[src/rtl/top_multiplier.sv]
// top_multiplier: sequential 8x8 signed multiplier using radix-2 Booth recoding.
// One multiplier bit is retired per clock. The 17-bit sign-extended product is
// registered and qualified by Ready.

module top_multiplier (
  input  logic        clk,
  input  logic        Reset,
  input  logic        Start,
  input  logic [7:0]  M,
  input  logic [7:0]  N,
  output logic [16:0] Product,
  output logic        Ready
);

  typedef enum logic [1:0] {
    IDLE = 2'd0,
    BUSY = 2'd1,
    DONE = 2'd2
  } state_t;

  state_t      state_q, state_d;
  logic [8:0]  a_q, a_d;
  logic [7:0]  q_q, q_d;
  logic        q1_q, q1_d;
  logic [8:0]  mreg_q, mreg_d;
  logic [3:0]  count_q, count_d;
  logic [16:0] product_q, product_d;
  logic        ready_q, ready_d;
  logic [8:0]  sum;

  // Next-state logic: operand load, one Booth add/subtract+shift step, completion and handshake
  always_comb begin
    state_d   = state_q;
    a_d       = a_q;
    q_d       = q_q;
    q1_d      = q1_q;
    mreg_d    = mreg_q;
    count_d   = count_q;
    product_d = product_q;
    ready_d   = ready_q;
    sum       = a_q;

    unique case (state_q)
      IDLE: begin
        ready_d = 1'b0;
        if (Start) begin
          mreg_d  = {M[7], M};
          q_d     = N;
          a_d     = 9'd0;
          q1_d    = 1'b0;
          count_d = 4'd8;
          state_d = BUSY;
        end
      end

      BUSY: begin
        // The 9-bit accumulator leaves headroom for -(-128) without overflow
        case ({q_q[0], q1_q})
          2'b01:   sum = a_q + mreg_q;
          2'b10:   sum = a_q - mreg_q;
          default: sum = a_q;
        endcase
        a_d     = {sum[8], sum[8:1]};
        q_d     = {sum[0], q_q[7:1]};
        q1_d    = q_q[0];
        count_d = count_q - 4'd1;
        if (count_q == 4'd1) begin
          product_d = {a_d[7], a_d[7:0], q_d};
          ready_d   = 1'b1;
          state_d   = DONE;
        end
      end

      DONE: begin
        // A held Start keeps the result parked here rather than retriggering
        if (!Start) begin
          ready_d = 1'b0;
          state_d = IDLE;
        end
      end

      default: begin
        ready_d = 1'b0;
        state_d = IDLE;
      end
    endcase
  end

  // State registers with synchronous reset that aborts any operation in progress
  always_ff @(posedge clk) begin
    if (Reset) begin
      state_q   <= IDLE;
      a_q       <= 9'd0;
      q_q       <= 8'd0;
      q1_q      <= 1'b0;
      mreg_q    <= 9'd0;
      count_q   <= 4'd0;
      product_q <= 17'd0;
      ready_q   <= 1'b0;
    end else begin
      state_q   <= state_d;
      a_q       <= a_d;
      q_q       <= q_d;
      q1_q      <= q1_d;
      mreg_q    <= mreg_d;
      count_q   <= count_d;
      product_q <= product_d;
      ready_q   <= ready_d;
    end
  end

  assign Product = product_q;
  assign Ready   = ready_q;

endmodule

[config.mk]
export PLATFORM = sky130hd
export DESIGN_NAME = top_multiplier
export DESIGN_NICKNAME = d
export VERILOG_FILES = /design/src/rtl/top_multiplier.sv
export SDC_FILE = /design/constraint.sdc
export NUM_CORES = 1
export LEC_CHECK = 0
export ABC_CLOCK_PERIOD_IN_PS = 5600
export BUFFER_PORTS_ARGS = -buffer_cell sky130_fd_sc_hd__buf_4
export CAP_MARGIN = 20
export CORE_MARGIN = 3
export CORE_UTILIZATION = 31
export DETAILED_ROUTE_END_ITERATION = 8
export MAX_ROUTING_LAYER = met4
export SLEW_MARGIN = 20
export SYNTH_ARGS = -nofsm -noshare
export SYNTH_HDL_FRONTEND = slang
export SYNTH_SLANG_ARGS = --single-unit
[constraint.sdc]
create_clock -name clk -period 5.6 [get_ports clk]
set_input_delay 0 -clock clk [delete_from_list [all_inputs] [get_ports clk]]
set_output_delay 0 -clock clk [all_outputs]
set_load 0.01 [all_outputs]
==> results of run 1 <==
state kept, by name (all words and copies together), names as in the netlist:
| signal | cells |
|---|---|
| Product | 16 |
| Ready | 1 |
| a_q | 8 |
| count_q | 4 |
| mreg_q | 8 |
| q1_q | 1 |
| q_q | 8 |
| state_q | 2 |
final cells by class:
class	count	share of cell area, %
clock buffer	5	2.22
clock inverter	3	2.22
inverter	12	1.45
multi-input combinational	237	44.8
sequential	48	31.0
tap	99	3.99
timing repair buffer	54	14.4
routing by layer:
layer	part of all wire [%]	track usage, %
met2	50	23.2
met1	45	16.7
met5	0	-
met3	3.4	2.45
met4	1.8	4.81
power groups by stage:
stage	clock [W]	sequential (W)	combinational [W]
after floorplan	0	0.000379	0.000169
after global placement	0	0.000381	0.000213
after detailed placement	0	0.000382	0.000216
after CTS	0.000314	0.000374	0.000224
after global routing	0.000327	0.000377	0.000249
final	0.000306	0.000374	0.000225
synth_stat cells (3+ instances only):
master,n
a211oi_1,7
a21oi_1,45
a22oi_1,8
a31oi_1,5
buf_1,3
clkbuf_1,12
dfxtp_1,48
ha_1,12
inv_1,11
mux2i_1,3
nand2_1,57
nand2b_1,4
nand3_1,5
nor2_1,33
nor2b_1,4
nor3_1,9
o21a_1,3
o21ai_0,4
o21ai_1,5
xnor2_1,10
metrics by stage:
stage               instance area, um2  hold slack [ns]  setup WS (ns)  utilization (%)  power [W]
CTS                               3090         0.000750           2.83             41.3   0.000913
global placement                  2810            0.254           2.94             37.5   0.000594
floorplan                         2470            0.136           2.98                -   0.000547
finish                            3100            0.123           2.84             41.5   0.000905
detailed placement                2810            0.263           2.88             37.5   0.000598
global route                      3100            0.154           2.66             41.5   0.000953
final timing paths:
check	end	depth (start not counted)	slack [ns]
hold reg to reg	Product[2]	2	0.46
setup reg to reg	Product[15]	9	2.84
setup / recovery	Product[15]	9	2.84
hold / removal	state_q[1]	4	0.12
cells by family after synthesis:
kind of cell             Yosys count  synth area share, %
buffers and inverters             30                 5.06
AND/OR/NAND/NOR                  119                 20.9
multiplexers                       4                 1.67
flip-flops                        48                 38.8
AO/OA/AOI/OAI                     89                 22.4
XOR/XNOR                          12                 4.25
adder cells (fa/ha/maj)           13                 6.88
what timing repair did:
item                       CTS  global route
hold endpoints to repair    15             1
hold buffers                15             1
setup endpoints to repair    0             0
worst max-delay path: cells and delay by family, from the launching register on:
family                     cells  cell delay [ns]
adders and majority gates      2             0.78
xor gates and xnor gates       1             0.15
AOI/OAI and AO/OA              3             0.73
DFF                            1             0.37
muxes                          1             0.41
and+or+nand+nor                2             0.25
==> impl_metrics.env, run 1 <==
export IMPL_async_flop_share_pct=0
export IMPL_overflow=0
export IMPL_yosysTopAreaCell="dfxtp_1"
export IMPL_power_leakage_nw=1.19
export IMPL_ys_types=43
export IMPL_drt_iter0_markers=94
export IMPL_cts_htree_levels=2
export IMPL_antenna_found_initial=0
export IMPL_wl_per_cell_um=13.1
export IMPL_drv_slew=0
export IMPL_cts_setup_buffers=0
export IMPL_syn_area_um2=2470
export IMPL_dr_total_vias=2265
export IMPL_fp_dieH_um=95.3
export IMPL_antenna_cells=0
export IMPL_cts_path_max_buffers=2
export IMPL_finClkSkew_ns=0.00721
export IMPL_multi_input_area_um2=1390
export IMPL_register_area_um2=961
export IMPL_fin_cells=458
export IMPL_syn_avg_cell_area_um2=7.85
export IMPL_start_util_pct=33.0
export IMPL_synth_top_area_share_pct=38.8
export IMPL_pwr_share_comb_pct=24.9
export IMPL_seqPwrFrac_pct=41.3
export IMPL_fp_row_count=31
export IMPL_grt_first_pass_wirelength_um=9650
export IMPL_ys_seq_elements=48
export IMPL_dp_hpwl_um=4180
export IMPL_path_cells="ha_1 -> mux2_2 -> fa_1 -> nand2b_1 -> a211oi_1 -> o211a_2 -> nor2_2 -> xnor2_1 -> a211oi_2"
export IMPL_fin_nets=390
export IMPL_grt_max_degree=50
export IMPL_cts_root_buf="clkbuf_8"
export IMPL_worstSetupPathType="reg2reg"
export IMPL_netlist_instances=315
export IMPL_cap_violations=0
export IMPL_drt_wl_total_um=6000
export IMPL_startpoint_type="register"
export IMPL_clockPowerShare_pct=33.8
export IMPL_gp_congestion=0.821
export IMPL_synth_fp_nets=347
export IMPL_layout_min_cycle_time_ns=2.76
export IMPL_clk_latency_ns=0.31
export IMPL_via_per_inst=4.95
export IMPL_cts_sinks=48
export IMPL_vdd_drop_max_uv=125
export IMPL_drc_errors=0
export IMPL_end_kind="register"
export IMPL_cts_made_buffers=5
export IMPL_pin_count=37
export IMPL_synth_edf_count=0
export IMPL_drive_gt1_share_pct=14.8
export IMPL_fp_dieW_um=95.3
export IMPL_fin_setup_tns_ns=0
export IMPL_dp_cells=434
export IMPL_hp_class="in2reg"
export IMPL_die_area_um2=9090
export IMPL_cpMaxStageDelayCell="fa_1"
export IMPL_fmax_mhz=362
export IMPL_io_buffer_count=36
export IMPL_critPathRequiredTime_ns=5.84
export IMPL_drtAntennaViolNets=0
export IMPL_grt_pass1_vias=2063
export IMPL_setup_viol=0
export IMPL_layout_commonest_cell="nand2_1"
export IMPL_cp_max_fo=8
export IMPL_switching_share_pct=29.8
export IMPL_r2r_start="q_q[0]"
export IMPL_hold_viol_final=0
export IMPL_cp_startpoint="q_q[0]"
export IMPL_critPathMaxStageDelay_ns=0.45
export IMPL_synth_yosys_warnings=0
export IMPL_max_slew_margin_pct=38.0
export IMPL_rsz0062_at_grt="no"
export IMPL_core_area_um2=7490
export IMPL_fin_crit_sh_pct=49.3
export IMPL_power_switching_w=0.000270
export IMPL_cts_tree="yes"
export IMPL_hold_path_startpoint="Start"
export IMPL_final_cell_mix="57 x nand2_1, 48 x dfxtp_1, 45 x a21oi_1"
export IMPL_fill_cells=765
export IMPL_status="completed"
export IMPL_grt_use_total_pct=13.9
export IMPL_yosysSeqAreaShare_pct=38.8
export IMPL_p_int_w=0.000635
export IMPL_syn_to_final_growth_pct=25.4
export IMPL_clkTransAtPathRegs_ns=0.10
export IMPL_synthTopCellsByArea="dfxtp_1 39%, a21oi_1 9.1%, nand2_1 8.6%"
export IMPL_drtPass1Iterations=4
export IMPL_synth_flop_cell="dfxtp_1"
export IMPL_cts_resized=0
export IMPL_worstPathArrival_ns=3.00
export IMPL_power_density_nw_per_um2=292
export IMPL_worstMarginPinSlew_ns=0.926
Power figures use the tool's default switching activity.
==> run 2, diff against run 1 <==
--- a/config.mk
+++ b/config.mk
@@ -5,7 +5,7 @@
 export SDC_FILE = /design/constraint.sdc
 export NUM_CORES = 1
 export LEC_CHECK = 0
-export ABC_CLOCK_PERIOD_IN_PS = 5600
+export ABC_CLOCK_PERIOD_IN_PS = 2800
 export BUFFER_PORTS_ARGS = -buffer_cell sky130_fd_sc_hd__buf_4
 export CAP_MARGIN = 20
 export CORE_MARGIN = 3
==> constraint.sdc (replaced) <==
create_clock -name clk -period 2.8 [get_ports clk]
set_input_delay 0 -clock clk [delete_from_list [all_inputs] [get_ports clk]]
set_output_delay 0 -clock clk [all_outputs]
set_load 0.01 [all_outputs]
==> run 2 against run 1 <==
  * Total power rose by 82%
  * Fmax rose by 2.2%
  * Worst hold slack got worse by 0.11 ns
  * Setup slack got worse by 2.7 ns
  * Critical path depth rose by 1
  * Sequential power rose by 100%
  * Combinational power rose by 100%
  * First-iteration DRC count fell by 3.2%
  * Sequential cell count did not move
  * Clock power rose by 45%
  * Die area did not move
==> impl_metrics.env, run 2 (synthesized netlist as in run 1, its figures left out) <==
export IMPL_cts_tree="yes"
export IMPL_via_per_inst=4.90
export IMPL_clkTransAtPathRegs_ns=0.09
export IMPL_max_slew_margin_pct=50.2
export IMPL_reg2reg_depth=10
export IMPL_dp_hpwl_um=4220
export IMPL_hold_path_startpoint="N[0]"
export IMPL_cts_sinks=48
export IMPL_power_density_nw_per_um2=533
export IMPL_register_area_um2=961
export IMPL_antenna_cells=0
export IMPL_final_cell_mix="57 x nand2_1, 48 x dfxtp_1, 45 x a21oi_1"
export IMPL_wl_per_cell_um=12.8
export IMPL_worstSetupPathType="reg2reg"
export IMPL_dr_total_vias=2257
export IMPL_whs_endpoint="q_q[0]"
export IMPL_rsz0062_at_grt="yes"
export IMPL_antenna_found_initial=0
export IMPL_whs_ns=0.0155
export IMPL_post_route_util_pct=41.4
export IMPL_overflow=0
export IMPL_startpoint_type="register"
export IMPL_critPathMaxStageDelay_ns=0.44
export IMPL_place_ws_ns=0.123
export IMPL_vdd_drop_max_uv=210
export IMPL_start_util_pct=33.0
export IMPL_crit_buf_inv=1
export IMPL_grt_use_total_pct=13.6
export IMPL_core_area_um2=7490
export IMPL_syn_to_final_growth_pct=25.1
export IMPL_die_area_um2=9090
export IMPL_cp_common_cell="a211oi_2"
export IMPL_fill_cells=759
export IMPL_layout_min_cycle_time_ns=2.70
export IMPL_cts_setup_buffers=0
export IMPL_r2r_start="mreg_q[0]"
export IMPL_largest_reg_flops=16
export IMPL_cts_htree_levels=2
export IMPL_fin_crit_sh_pct=96.5
export IMPL_hp_class="in2reg"
export IMPL_multi_input_area_um2=1400
export IMPL_io_buffer_count=36
export IMPL_total_power_w=0.00165
export IMPL_reg2reg_to="Product[15]"
export IMPL_drtPass1Iterations=4
export IMPL_worstPathArrival_ns=2.93
export IMPL_holdPathStages=3
export IMPL_grt_max_degree=50
export IMPL_crit_family="compound AO/OA/AOI/OAI gates"
export IMPL_grt_pass1_vias=2178
export IMPL_fin_nets=393
export IMPL_status="completed"
export IMPL_drt_wl_total_um=5890
export IMPL_critPathRequiredTime_ns=3.03
export IMPL_cpMaxStageDelayCell="fa_1"
export IMPL_fp_dieH_um=95.3
export IMPL_hold_viol_final=0
export IMPL_cts_root_buf="clkbuf_8"
export IMPL_drt_iter0_markers=91
export IMPL_fmax_mhz=370
export IMPL_cap_violations=0
export IMPL_drv_slew=0
export IMPL_cts_made_buffers=5
export IMPL_worstMarginPinSlew_ns=0.744
export IMPL_path_cells="inv_1 -> ha_1 -> mux2_2 -> fa_1 -> nand2b_1 -> a211oi_2 -> o211a_2 -> nor2_2 -> xnor2_1 -> a211oi_2"
export IMPL_cts_path_max_buffers=2
export IMPL_layout_commonest_cell="nand2_1"
export IMPL_cp_max_fo=5
export IMPL_drive_gt1_share_pct=16.3
export IMPL_finClkSkew_ns=0.00410
export IMPL_fin_ws_ns=0.0972
export IMPL_rrSetupSlack_ns=0.1
export IMPL_fp_row_count=31
export IMPL_pin_count=37
export IMPL_end_kind="register"
export IMPL_power_leakage_nw=1.19
export IMPL_setup_viol=0
export IMPL_drc_errors=0
export IMPL_clk_latency_ns=0.30
export IMPL_drtAntennaViolNets=0
export IMPL_gp_congestion=0.803
export IMPL_grt_first_pass_wirelength_um=9560
export IMPL_fp_dieW_um=95.3
[run 2: cell types whose count changed in the layout (fill, tap and decap cells not counted), moves of 2 or more]
| cell | before | now |
|---|---|---|
| bufinv_16 | 2 | 0 |
| a211oi_1 | 7 | 5 |
| a211oi_2 | 1 | 3 |
| buf_4 | 38 | 42 |
[run 2: power breakdown]
| group | switching, W | leakage, nW | internal, W | total [W] |
|---|---|---|---|---|
| Sequential | 0.0000319 | 0.391 | 0.000716 | 0.000748 |
| Clock | 0.000242 | 0.0516 | 0.000202 | 0.000444 |
| Combinational | 0.000256 | 0.748 | 0.000201 | 0.000457 |
[run 2: repair_timing]
item | in CTS | in global routing
resized for setup | 0 | 3
endpoints found under the setup margin | 0 | 3
endpoints found under the hold margin | 15 | 0
hold buffers | 15 | 0
[run 2: worst max path at each step]
| stage | startpoint | depth (start not counted) | endpoint | slack, ns |
|---|---|---|---|---|
| after floorplan | q_q[0] | 10 | Product[15] | 0.18 |
| after global placement | mreg_q[0] | 10 | Product[15] | 0.18 |
| after detailed placement | mreg_q[0] | 10 | Product[15] | 0.12 |
| after CTS | mreg_q[0] | 10 | Product[15] | 0.09 |
| after global routing | mreg_q[0] | 10 | Product[15] | -0.06 |
| final | mreg_q[0] | 10 | Product[15] | 0.1 |
[run 2: layout make-up]
| type | instances | area share [%] |
|---|---|---|
| clock inverter | 2 | 0.445 |
| tap | 99 | 4.00 |
| sequential | 48 | 31.0 |
| clock buffer | 6 | 2.67 |
| timing repair buffer | 57 | 15.0 |
| multi-input combinational | 237 | 45.4 |
| inverter | 12 | 1.46 |
[run 2: through the flow]
step                      std cells  setup TNS [ns]  area (um2)
after CTS                       461               0        3080
final                           461               0        3100
after floorplan                 315               0        2470
after global routing            461         -0.0576        3100
after global placement          438               0        2830
after detailed placement        438               0        2830
[run 2: worst register-to-register path, cell delays in order, from the launching register on]
cell and delay [ns]:
dfxtp_1 0.40, inv_1 0.08, ha_1 0.28, mux2_2 0.29
fa_1 0.44, nand2b_1 0.23, a211oi_2 0.28, o211a_2 0.24
nor2_2 0.05, xnor2_1 0.14, a211oi_2 0.21
[run 2: layer usage]
| layer | vias to the layer above | share of wire, % | GRT usage, % |
|---|---|---|---|
| li1 | 1171 | - | - |
| met4 | 0 | 1.8 | 4.81 |
| met5 | - | 0 | - |
| met3 | 8 | 3.6 | 2.37 |
| met2 | 43 | 50 | 23.5 |
| met1 | 1035 | 45 | 15.7 |
==> run 3, diff against run 2 <==
--- a/config.mk
+++ b/config.mk
@@ -8,6 +8,7 @@
 export ABC_CLOCK_PERIOD_IN_PS = 2800
 export BUFFER_PORTS_ARGS = -buffer_cell sky130_fd_sc_hd__buf_4
 export CAP_MARGIN = 20
+export CORE_ASPECT_RATIO = 2
 export CORE_MARGIN = 3
 export CORE_UTILIZATION = 31
 export DETAILED_ROUTE_END_ITERATION = 8
==> run 3 against run 2 <==
  * Register-to-register slack improved by 0.11 ns
  * Total power up 10%
  * Clock-buffer cell count fell by 1
  * Fmax up 4.2%
  * Routed wire length up 4.2%
  * Sequential share of layout area down 0.26 points
  * Clock skew increased by 0.0045 ns
  * Clock power grew 36%
==> impl_metrics.env, run 3 (synthesized netlist as in run 1, its figures left out) <==
export IMPL_status="completed"
export IMPL_grt_first_pass_wirelength_um=10100
export IMPL_whs_ns=0.0347
export IMPL_dr_total_vias=2259
export IMPL_fin_nets=390
export IMPL_die_area_um2=9150
export IMPL_gp_congestion=0.887
export IMPL_worstMarginPinSlew_ns=0.834
export IMPL_max_slew_margin_pct=44.2
export IMPL_cts_root_buf="clkbuf_16"
export IMPL_grt_pass1_vias=2137
export IMPL_drc_errors=0
export IMPL_worstSetupPathType="reg2reg"
export IMPL_register_area_um2=963
export IMPL_largest_reg_flops=16
export IMPL_drive_gt1_share_pct=17.0
export IMPL_hold_viol_final=0
export IMPL_dp_hpwl_um=4440
export IMPL_final_area_um2=3130
export IMPL_grt_use_total_pct=14.0
export IMPL_wl_met2_um=3460
export IMPL_cap_violations=0
export IMPL_fp_dieW_um=69.2
export IMPL_via_per_inst=4.99
export IMPL_layout_min_cycle_time_ns=2.60
export IMPL_start_util_pct=32.3
export IMPL_layout_commonest_cell="nand2_1"
export IMPL_antenna_found_initial=0
export IMPL_routed_top_layer="met4"
export IMPL_fmax_mhz=385
export IMPL_power_leakage_nw=1.19
export IMPL_cts_tree="yes"
export IMPL_drtPass1Iterations=4
export IMPL_syn_to_final_growth_pct=26.5
export IMPL_cts_made_buffers=5
export IMPL_antenna_cells=0
export IMPL_drv_slew=0
export IMPL_io_buffer_count=36
export IMPL_core_area_um2=7660
export IMPL_pin_count=37
export IMPL_wl_met3_um=196
export IMPL_fp_dieH_um=132
export IMPL_cts_sinks=48
export IMPL_setup_viol=0
export IMPL_fp_row_count=45
export IMPL_drt_iter0_markers=114
export IMPL_wl_per_cell_um=13.5
export IMPL_multi_input_area_um2=1410
export IMPL_startpoint_type="register"
export IMPL_finClkSkew_ns=0.00862
export IMPL_overflow=0
export IMPL_clk_latency_ns=0.29
export IMPL_fill_cells=837
export IMPL_drtAntennaViolNets=0
export IMPL_dpl_cell_area_um2=2810
export IMPL_fin_setup_tns_ns=0
export IMPL_final_cell_mix="57 x nand2_1, 46 x dfxtp_1, 45 x a21oi_1"
export IMPL_drt_met1_wl_um=2330
export IMPL_vdd_drop_max_uv=220
export IMPL_cts_path_max_buffers=2
export IMPL_power_density_nw_per_um2=581
export IMPL_clkTransAtPathRegs_ns=0.07
export IMPL_cts_htree_levels=2
export IMPL_rsz0062_at_grt="no"
export IMPL_fin_crit_sh_pct=92.7
export IMPL_fin_cells=453
export IMPL_drt_wl_total_um=6140
export IMPL_end_kind="register"
export IMPL_critPathRequiredTime_ns=3.01
export IMPL_hp_class="in2reg"
export IMPL_total_power_w=0.00182
export IMPL_dp_cells=431
export IMPL_cp_max_fo=8
export IMPL_grt_max_degree=50
export IMPL_worstPathArrival_ns=2.81
## run 3: area by class of cell
| type | instances | share of cell area (%) |
|---|---|---|
| clock inverters | 3 | 0.760 |
| flip-flops and latches | 48 | 30.8 |
| well taps | 94 | 3.76 |
| inverters | 12 | 1.44 |
| clock buffers | 5 | 4.00 |
| multi-input cells | 237 | 45.2 |
| repair buffers | 54 | 14.1 |
## run 3: repair_timing
item	4_1_cts	5_1_grt
setup endpoints to repair	0	4
resized for setup	0	7
setup buffers	0	0
hold endpoints to repair	14	0
hold buffers	14	0
## run 3: stage by stage
step | utilization [%] | worst slack (ns)
after floorplan | - | 0.185
after global placement | 36.7 | 0.154
after detailed placement | 36.7 | 0.0809
after CTS | 40.5 | 0.0553
after global routing | 40.9 | 0.0141
final | 40.9 | 0.205
## run 3: worst max-delay path, stage by stage (launching register included)
cell and delay, ns:
dfxtp_1 0.35, ha_2 0.28, mux2_2 0.38, fa_1 0.44, nand2b_4 0.18, a211oi_2 0.24
o211a_2 0.23, nor2_2 0.05, xnor2_1 0.15, a211oi_2 0.21
## run 3: path summary, 6_finish.rpt
| check | start | cells after the start | slack, ns | to |
|---|---|---|---|---|
| max | q_q[0] | 9 | 0.20 | Product[15] |
| min | N[4] | 3 | 0.03 | q_q[4] |
| max reg2reg | q_q[0] | 9 | 0.20 | Product[15] |
| min reg2reg | Product[2] | 2 | 0.45 | Product[2] |
## run 3: power by group
part           total [W]  internal (W)  switching, W  leakage, nW
Combinational   0.000466      0.000203      0.000262        0.736
Clock           0.000603      0.000332      0.000271       0.0660
Sequential      0.000750      0.000717     0.0000329        0.392
Total            0.00182       0.00125      0.000566         1.19
## run 3: metal layers
metal	up-vias	global-route usage [%]
met5	-	-
met4	0	6.20
met3	13	2.60
met2	32	26.3
met1	1046	13.6
li1	1168	-
